==> src/rtl/idli_dout_buf_m.sv <==
// Nibble output buffer between the core data output and the chip pins.
// A small FIFO with independent core-side and pin-side valid/accept handshakes.
module idli_dout_buf_m #(
    parameter  int DEPTH = 8,
    localparam int LVL_W = $clog2(DEPTH + 1)
) (
    input  logic             i_dout_gck,
    input  logic             i_dout_rst,
    input  logic [3:0]       i_dout_din,
    input  logic             i_dout_din_vld,
    output logic             o_dout_din_acp,
    output logic [3:0]       o_dout_pin,
    output logic             o_dout_pin_vld,
    input  logic             i_dout_pin_acp,
    input  logic             i_dout_flush,
    output logic [LVL_W-1:0] o_dout_level,
    output logic             o_dout_empty,
    output logic             o_dout_full
);

    localparam int PTR_W = $clog2(DEPTH);

    logic [3:0]       mem [DEPTH];
    logic [PTR_W-1:0] wr_ptr;
    logic [PTR_W-1:0] rd_ptr;
    logic [LVL_W-1:0] level;
    logic             empty;
    logic             full;
    logic             push;
    logic             pop;

    always_comb begin
        empty          = (level == '0);
        full           = (level == LVL_W'(DEPTH));
        o_dout_din_acp = !full && !i_dout_flush;
        o_dout_pin_vld = !empty;
        o_dout_pin     = empty ? 4'h0 : mem[rd_ptr];
        o_dout_level   = level;
        o_dout_empty   = empty;
        o_dout_full    = full;
        push           = i_dout_din_vld && o_dout_din_acp;
        pop            = o_dout_pin_vld && i_dout_pin_acp;
    end

    // Storage is deliberately not reset; pointers and level define validity.
    always_ff @(posedge i_dout_gck) begin
        if (push) begin
            mem[wr_ptr] <= i_dout_din;
        end
    end

    // Level is kept separately from the pointers to tell full from empty.
    always_ff @(posedge i_dout_gck) begin
        if (i_dout_rst || i_dout_flush) begin
            wr_ptr <= '0;
            rd_ptr <= '0;
            level  <= '0;
        end else begin
            if (push) begin
                wr_ptr <= wr_ptr + PTR_W'(1);
            end
            if (pop) begin
                rd_ptr <= rd_ptr + PTR_W'(1);
            end
            if (push && !pop) begin
                level <= level + LVL_W'(1);
            end else if (pop && !push) begin
                level <= level - LVL_W'(1);
            end
        end
    end

endmodule
==> config.mk <==
export PLATFORM = sky130hd
export DESIGN_NAME = idli_dout_buf_m
export DESIGN_NICKNAME = d
export VERILOG_FILES = /design/src/rtl/idli_dout_buf_m.sv
export SDC_FILE = /design/constraint.sdc
export NUM_CORES = 1
export LEC_CHECK = 0
export BUFFER_PORTS_ARGS = -buffer_cell sky130_fd_sc_hd__buf_2
export CAP_MARGIN = 10
export CORE_MARGIN = 3
export CORE_UTILIZATION = 54
export CTS_BUF_LIST = sky130_fd_sc_hd__clkbuf_8
export CTS_CLUSTER_DIAMETER = 120
export CTS_CLUSTER_SIZE = 14
export DETAILED_ROUTE_END_ITERATION = 6
export PLACE_DENSITY = 0.77
export SKIP_LAST_GASP = 1
export SYNTH_ARGS = -nofsm -noshare
export SYNTH_HDL_FRONTEND = slang
export SYNTH_SLANG_ARGS = --single-unit
==> constraint.sdc <==
create_clock -name i_dout_gck -period 2.26 [get_ports i_dout_gck]
set_clock_uncertainty 0.1 [all_clocks]
set_input_delay 0 -clock i_dout_gck [delete_from_list [all_inputs] [get_ports i_dout_gck]]
set_output_delay 0 -clock i_dout_gck [all_outputs]
set_load 0.005 [all_outputs]
==> results of run 1 <==
-- how the worst max path moves through the flow --
| stage | start | endpoint | slack (ps) | depth (start not counted) |
|---|---|---|---|---|
| global route | o_dout_level[2]$_SDFFE_PP0P_ | o_dout_level[3]$_SDFFE_PP0P_ | -190 | 9 |
| CTS | o_dout_level[2]$_SDFFE_PP0P_ | o_dout_level[3]$_SDFFE_PP0P_ | -80 | 9 |
| floorplan | o_dout_level[2]$_SDFFE_PP0P_ | o_dout_level[3]$_SDFFE_PP0P_ | -100 | 10 |
| detailed placement | o_dout_level[2]$_SDFFE_PP0P_ | o_dout_level[3]$_SDFFE_PP0P_ | -80 | 9 |
| finish | o_dout_level[2]$_SDFFE_PP0P_ | o_dout_level[3]$_SDFFE_PP0P_ | -120 | 9 |
| global placement | o_dout_level[2]$_SDFFE_PP0P_ | o_dout_level[3]$_SDFFE_PP0P_ | 30 | 9 |
-- power breakdown --
group	switching (mW)	leakage, nW	internal [mW]	total [mW]
clock network	0.246	0.0593	0.323	0.569
registers	0.0225	0.396	0.899	0.921
logic	0.144	0.425	0.163	0.306
-- logic make-up (layout without fill, tap and decap cells) --
logic type,after synthesis,count (layout),synth area share
xor gates and xnor gates,6,6,0.0317
buffers and inverters,10,56,0.0251
AOI/OAI and AO/OA,6,6,0.0231
adders and majority gates,6,6,0.0435
and+or+nand+nor,40,40,0.106
muxes,14,14,0.127
DFF,45,45,0.644
-- what timing repair did --
| action | CTS | global route |
|---|---|---|
| hold buffers | 6 | 0 |
| hold endpoints to repair | 35 | 0 |
| setup endpoints to repair | 2 | 3 |
| resized for setup | 0 | 7 |
| pin swaps | 2 | 4 |
| setup buffers | 1 | 2 |
-- cells in the final DEF (no fill, tap or decap), types with 2 or more instances in the layout --
cell,n
sky130_fd_sc_hd__edfxtp_1,32
sky130_fd_sc_hd__nor2_1,20
sky130_fd_sc_hd__buf_2,20
sky130_fd_sc_hd__buf_4,16
sky130_fd_sc_hd__dfxtp_1,9
sky130_fd_sc_hd__mux4_2,8
sky130_fd_sc_hd__mux2i_1,6
sky130_fd_sc_hd__dlygate4sd3_1,6
sky130_fd_sc_hd__clkbuf_8,5
sky130_fd_sc_hd__nor3_1,4
sky130_fd_sc_hd__nand3_1,4
sky130_fd_sc_hd__nand2_1,3
sky130_fd_sc_hd__ha_1,3
sky130_fd_sc_hd__dfxtp_2,3
sky130_fd_sc_hd__inv_4,2
sky130_fd_sc_hd__nand2b_1,2
sky130_fd_sc_hd__xor2_1,2
sky130_fd_sc_hd__xnor2_1,2
sky130_fd_sc_hd__a21oi_1,2
sky130_fd_sc_hd__inv_1,2
sky130_fd_sc_hd__ha_4,2
sky130_fd_sc_hd__buf_6,2
-- routing by layer --
layer | up-vias | wire length (um)
li1 | 557 | -
met5 | - | 0
met1 | 563 | 1560
met4 | 0 | 38
met3 | 5 | 152
met2 | 31 | 1980
-- sequential cells by signal (all words and copies together) (netlist names), named ones only --
name	cells
mem	32
o_dout_level	4
rd_ptr	3
wr_ptr	3
-- worst reg2reg max path: stages (launching register included) --
cell                       delay, ps
sky130_fd_sc_hd__dfxtp_4         360
sky130_fd_sc_hd__or4_4           550
sky130_fd_sc_hd__nand2_4         110
sky130_fd_sc_hd__ha_4            140
sky130_fd_sc_hd__inv_4            50
sky130_fd_sc_hd__ha_4            260
sky130_fd_sc_hd__a21oi_1          80
sky130_fd_sc_hd__a211o_1         340
sky130_fd_sc_hd__a211oi_2        210
sky130_fd_sc_hd__a31o_1          120
-- layout make-up --
type	count	area, sq um	area share
timing repair buffer	44	303	0.126
clock buffer	5	68.8	0.0287
tap	44	55.1	0.0230
inverter	4	20.0	0.00836
clock inverter	3	38.8	0.0162
multi-input combinational	72	681	0.284
sequential	45	1230	0.513
==> metrics.md, run 1 <==
| Metric | Value |
|---|---|
| Run status | finished with violations |
| Violated checks | negative setup slack |
| Share of cells above drive strength 1 | 0.410 |
| Mean instance size in the synthesized netlist | between 10 and 15 sq um |
| CTS Sinks | between 40 and 50 |
| Number of global-route vias before repair | approximately 1200 |
| Fraction of registers with async set or reset after synthesis | 0 |
| Longest individual stage delay on the worst path | roughly 550 ps |
| Antenna violations before repair | 0 |
| Drt total wl | between 3 and 4 mm |
| Share of the yosys chip area belonging to registers | 0.644 |
| Final critical-path required period | ~2400 ps |
| Portion of the clock cycle consumed by the worst path in the final layout | 1.05 |
| Number of hold violations in the final report | 0 |
| Largest area contributor in the netlist | sky130_fd_sc_hd__edfxtp_1 |
| Clock transition at the registers of the reported paths | ~70 ps |
| Avg WL per Cell | approximately 17 um |
| Setup TNS after final layout | -160 ps |
| CP cell instances | or4_4 -> nand2_4 -> ha_4 -> inv_4 -> ha_4 -> a21oi_1 -> a211o_1 -> a211oi_2 -> a31o_1 |
| HP Class | input port to flip-flop |
| Cell count of the worst hold path | 3 |
| Final Total Pwr | roughly 1.8 mW |
| Cell with the most instances after synthesis | sky130_fd_sc_hd__edfxtp_1 |
| Area overhead of the layout relative to synthesis | 26.3% |
| Nets | approximately 190 |
| Worst reg-to-reg setup slack | -120 ps |
| Maximum count of clock buffers along a single path | 2 |
| Initial core utilization | 0.592 |
| Post-detailed-placement cell area | 2170 sq um |
| CTS tree | done |
| Antenna-violating nets left | 0 |
| Unique cell type count in the Yosys netlist | 32 |
| Layout Cell Area excl Fill | around 2400 sq um |
| Hold_ws | between 50 and 60 ps |
| Synthesis-stage register bit count | 45 |
| Crit. End Element | flip-flop |
| Vias per cell | 5.33 |
| GRT Resource Usage Total | 0.190 |
| EDFF count, synth | 32 |
| Final cell count without fillers | between 200 and 250 |
| Busiest grt layer | met2 |
| Main flop type after synthesis | sky130_fd_sc_hd__edfxtp_1 |
| Met1 usage in global routing | 0.241 |
| Post-place setup slack | -80.1 ps |
| Static power due to leakage | ~0.88 nW |
| Remaining global-route overflow | 0 |
| Source of the worst hold timing path | i_dout_rst |
| DRC marker count from the first detailed-route iteration | 73 |
| Max-slew violation total from the final report | 0 |
| First-pass iteration count of the detailed router | 4 |
| RSZ-0062 raised after global routing | yes |
| Synth top cells by count | 32 x sky130_fd_sc_hd__edfxtp_1, 20 x sky130_fd_sc_hd__nor2_1, 13 x sky130_fd_sc_hd__dfxtp_1, 8 x sky130_fd_sc_hd__mux4_2, 6 x sky130_fd_sc_hd__mux2i_1 |
| Critical-path top delay cell | sky130_fd_sc_hd__or4_4 |
| M2 GR Usage | 0.322 |
| Global-route wire length before repair | between 5 and 6 mm |
| Insertion delay of the later-clocked pin in the worst-skew pair | 290 ps |
| Cell repeated most along the worst path | sky130_fd_sc_hd__ha_4 |
| Worst vdd rail ir drop | 0.000478 V |
| Placeable core region | ~3200 sq um |
| Required time of the critical path | 2390 ps |
| Placed cell count | 200 |
| Maximum number of pins on one net before global-route repair | 15 |
| R2R Path Start | o_dout_level[2]$_SDFFE_PP0P_ |
| Area enclosed by the die boundary | around 4300 sq um |
| Final Util | 0.748 |
| Inserted Clock Buffers | 5 |
| Launching element type of the critical path | flip-flop |
| Final WS setup | -120 ps |
| Relative max-transition margin | 0.632 |
| Detail Placement HPWL | 2.51 mm |
| Total of warnings raised by yosys | 0 |
| Crit Path Class | flip-flop to flip-flop |
| Overall die height | ~65 um |
| Number of filler cells placed in the layout | 216 |
| Placer's final routability congestion estimate | roughly 0.81 |
| Number of remaining DRC errors | 0 |
| Number of nets produced by synthesis | 142 |
| Post-synthesis instance area | ~1900 sq um |
| Via count of the routed design | between 1000 and 1500 |
| Total setup violations reported at the end of the flow | 2 |
| F_max | 420 MHz |
| Number of input and output port buffers inserted | 20 |
| Total power divided by cell area | roughly 750 nW/um^2 |
| Synthesized instance count | 127 |
| Ports placed on the boundary | 21 |
| Max cap viols | 0 |
| Worst-case hold path end point | o_dout_level[2]$_SDFFE_PP0P_ |
| Clock tree root driver cell | sky130_fd_sc_hd__clkbuf_8 |
| Critical-path maximum fanout | 3 |
| Chip width | ~65 um |
| Ant. Diodes | 0 |
| Maximum level of the CTS H-tree | 2 |
| Met3 track demand over resource in global routing | 0.0359 |
| Reg-to-reg endpoint | o_dout_level[3]$_SDFFE_PP0P_ |
| Leading cell types by total area after synthesis | sky130_fd_sc_hd__edfxtp_1 51%, sky130_fd_sc_hd__dfxtp_1 14%, sky130_fd_sc_hd__mux4_2 9.5%, sky130_fd_sc_hd__nor2_1 4.0%, sky130_fd_sc_hd__ha_1 3.3% |
| Gate family responsible for the most delay along the worst path | compound AO/OA/AOI/OAI gates |
| Share of Yosys cell area claimed by the top area cell type | 0.507 |
| Data arrival time of the critical path | roughly 2500 ps |
| Slew at the pin closest to its max-slew limit | roughly 550 ps |
| Reg2reg path depth | 9 |
| Placement row count | 20 |
| Crit path buf inv count | 1 |
No activity file was read; power rests on OpenSTA's default activity.
==> run 2, diff against run 1 <==
--- a/config.mk
+++ b/config.mk
@@ -7,13 +7,15 @@
 export LEC_CHECK = 0
 export BUFFER_PORTS_ARGS = -buffer_cell sky130_fd_sc_hd__buf_2
 export CAP_MARGIN = 10
+export CELL_PAD_IN_SITES_DETAIL_PLACEMENT = 0
+export CELL_PAD_IN_SITES_GLOBAL_PLACEMENT = 1
 export CORE_MARGIN = 3
-export CORE_UTILIZATION = 54
+export CORE_UTILIZATION = 45
 export CTS_BUF_LIST = sky130_fd_sc_hd__clkbuf_8
 export CTS_CLUSTER_DIAMETER = 120
 export CTS_CLUSTER_SIZE = 14
 export DETAILED_ROUTE_END_ITERATION = 6
-export PLACE_DENSITY = 0.77
+export PLACE_DENSITY_LB_ADDON = 0.1
 export SKIP_LAST_GASP = 1
 export SYNTH_ARGS = -nofsm -noshare
 export SYNTH_HDL_FRONTEND = slang
==> run 2 against run 1 <==
Effect of this change: the run still ends with negative setup slack left; critical path type unchanged; flip-flop and latch count is the same; combinational power shrank 8.8%; first-iteration DRC count shrank 1.4%; global-route usage shrank 4.4 points; via count shrank 0.69%.
==> metrics.md, run 2 (same netlist as run 1, synthesis figures left out) <==
| Metric | Value |
|---|---|
| Run status | finished with violations |
| Final WS setup | -31.8 ps (+87.9 ps) |
| Remaining global-route overflow | 0 (unchanged) |
| Inserted Clock Buffers | 5 (unchanged) |
| Initial core utilization | 0.492 (-0.100) |
| RSZ-0062 raised after global routing | yes |
| Critical-path maximum fanout | 4 (+1) |
| M2 GR Usage | 0.221 (-0.101) |
| Antenna violations before repair | 0 (unchanged) |
| Detail Placement HPWL | 2.58 mm (+2.8%) |
| Clock transition at the registers of the reported paths | 80 ps (about the same) |
| Overall die height | 70.9 um (+8.7%) |
| F_max | 436 MHz (+3.8%) |
| Area overhead of the layout relative to synthesis | 27.2% |
| Ant. Diodes | 0 (unchanged) |
| Met3 track demand over resource in global routing | 0.0398 (+0.00388) |
| Max-slew violation total from the final report | 0 (unchanged) |
| Placer's final routability congestion estimate | 0.737 (-8.7%) |
| Insertion delay of the later-clocked pin in the worst-skew pair | 290 ps (about the same) |
| Final Util | 0.626 (-0.122) |
| Placeable core region | 3850 sq um (+20%) |
| Crit Path Class | flip-flop to flip-flop |
| Share of cells above drive strength 1 | 0.420 (+0.0100) |
| Final critical-path required period | 2290 ps (-87.9 ps) |
| Placement row count | 22 (+10%) |
| Drt total wl | 3.31 mm (-11%) |
| Antenna-violating nets left | 0 (unchanged) |
| Vias per cell | 5.13 (-3.8%) |
| Worst reg-to-reg setup slack | -30 ps (+90 ps) |
| Area enclosed by the die boundary | 5030 sq um (+18%) |
| Chip width | 70.9 um (+8.7%) |
| HP Class | input port to flip-flop |
| Worst vdd rail ir drop | 0.000359 V (-25%) |
| Avg WL per Cell | 14.8 um (-14%) |
| Number of filler cells placed in the layout | 318 (+47%) |
| Total power divided by cell area | 741 nW/um^2 (-1.2%) |
| Number of global-route vias before repair | 1200 (-0.50%) |
| Required time of the critical path | 2390 ps (about the same) |
| Launching element type of the critical path | flip-flop |
| Max cap viols | 0 (unchanged) |
| Ports placed on the boundary | 21 (unchanged) |
| Busiest grt layer | met2 |
| Global-route wire length before repair | 5.71 mm (-2.9%) |
| Number of input and output port buffers inserted | 20 (unchanged) |
| GRT Resource Usage Total | 0.146 (-0.0441) |
| Total setup violations reported at the end of the flow | 1 (-1) |
| Top register by number of flip-flops | mem |
| Maximum level of the CTS H-tree | 2 (unchanged) |
| Maximum number of pins on one net before global-route repair | 16 (+1) |
| CTS tree | done |
| Setup TNS after final layout | -31.8 ps (+128 ps) |
| Via count of the routed design | 1148 (-0.69%) |
| Nets | 190 (+1.6%) |
| Commonest cells after routing, fill and taps aside | 32 x sky130_fd_sc_hd__edfxtp_1, 21 x sky130_fd_sc_hd__buf_4, 20 x sky130_fd_sc_hd__nor2_1, 20 x sky130_fd_sc_hd__buf_2, 9 x sky130_fd_sc_hd__dfxtp_1 |
| DRC marker count from the first detailed-route iteration | 72 (-1.4%) |
| Flip-flop count of the largest register after layout | 32 (unchanged) |
| Relative max-transition margin | 0.640 (+0.00733) |
| First-pass iteration count of the detailed router | 4 (unchanged) |
| Static power due to leakage | 0.883 nW (+0.23%) |
| Portion of the clock cycle consumed by the worst path in the final layout | 1.01 (-0.0389) |
| Final Total Pwr | 1.79 mW (-0.47%) |
| Crit. End Element | flip-flop |
| Data arrival time of the critical path | 2420 ps (-90 ps) |
| CTS Sinks | 45 (unchanged) |
| Maximum count of clock buffers along a single path | 2 (unchanged) |
| Clock tree root driver cell | sky130_fd_sc_hd__clkbuf_8 |
| Slew at the pin closest to its max-slew limit | 540 ps (-11.0 ps) |
| Met1 usage in global routing | 0.212 (-0.0292) |
| Most common cell after layout, fill and taps aside | sky130_fd_sc_hd__edfxtp_1 |
| Number of hold violations in the final report | 0 (unchanged) |
| Violated checks | negative setup slack |
| Number of remaining DRC errors | 0 (unchanged) |
## run 2: cell type report
cell class	count	area [sq um]	share of cell area
inverter	4	15.0	0.00622
sequential	45	1230	0.510
tap	48	60.1	0.0249
clock inverter	3	46.3	0.0192
timing repair buffer	47	318	0.132
multi-input combinational	72	673	0.279
clock buffer	5	68.8	0.0285
## run 2: where the power goes
part	switching, mW	internal [mW]	leakage (nW)	total [mW]
Clock	0.259	0.331	0.0543	0.590
Sequential	0.0209	0.898	0.397	0.919
Combinational	0.128	0.151	0.432	0.279
Total	0.408	1.38	0.883	1.79
## run 2: through the flow
step	cell area [sq um]	hold slack, ps	std cells	worst slack (ps)
after floorplan	1940	-55.0	127	-101
after global placement	2220	169	210	18.8
after detailed placement	2220	182	210	-36.5
after CTS	2400	43.4	224	-27.5
after global routing	2410	78.5	224	-114
final	2410	43.6	224	-31.8
## run 2: what timing repair did
item	in CTS	in global routing
resized for setup	1	2
setup endpoints to repair	2	3
pin swaps	1	0
hold buffers	6	0
hold endpoints to repair	35	0
setup buffers	0	0
## run 2: path summary, 6_finish.rpt
path         cells past startpoint                           end                          from
max                              9  o_dout_level[3]$_SDFFE_PP0P_  o_dout_level[2]$_SDFFE_PP0P_
min                              3        rd_ptr[1]$_SDFFE_PP0P_                    i_dout_rst
max reg2reg                      9  o_dout_level[3]$_SDFFE_PP0P_  o_dout_level[2]$_SDFFE_PP0P_
min reg2reg                      2        rd_ptr[1]$_SDFFE_PP0P_        rd_ptr[1]$_SDFFE_PP0P_
## run 2: metal layers
layer / vias up / wire, um / share of wire
met3: 0 / 121 / 0.037
met1: 566 / 1590 / 0.48
met2: 19 / 1590 / 0.48
li1: 563 / - / -
met5: - / 0 / 0
met4: 0 / 0 / 0
## run 2: worst max-delay path: stages (launching register included)
cell and delay (ps):
sky130_fd_sc_hd__dfxtp_4 370, sky130_fd_sc_hd__or4_4 540, sky130_fd_sc_hd__nand2_4 100, sky130_fd_sc_hd__ha_4 130, sky130_fd_sc_hd__inv_2 50, sky130_fd_sc_hd__ha_4 270, sky130_fd_sc_hd__a21oi_1 80, sky130_fd_sc_hd__a211o_1 320
sky130_fd_sc_hd__a211oi_2 180, sky130_fd_sc_hd__a31o_1 110
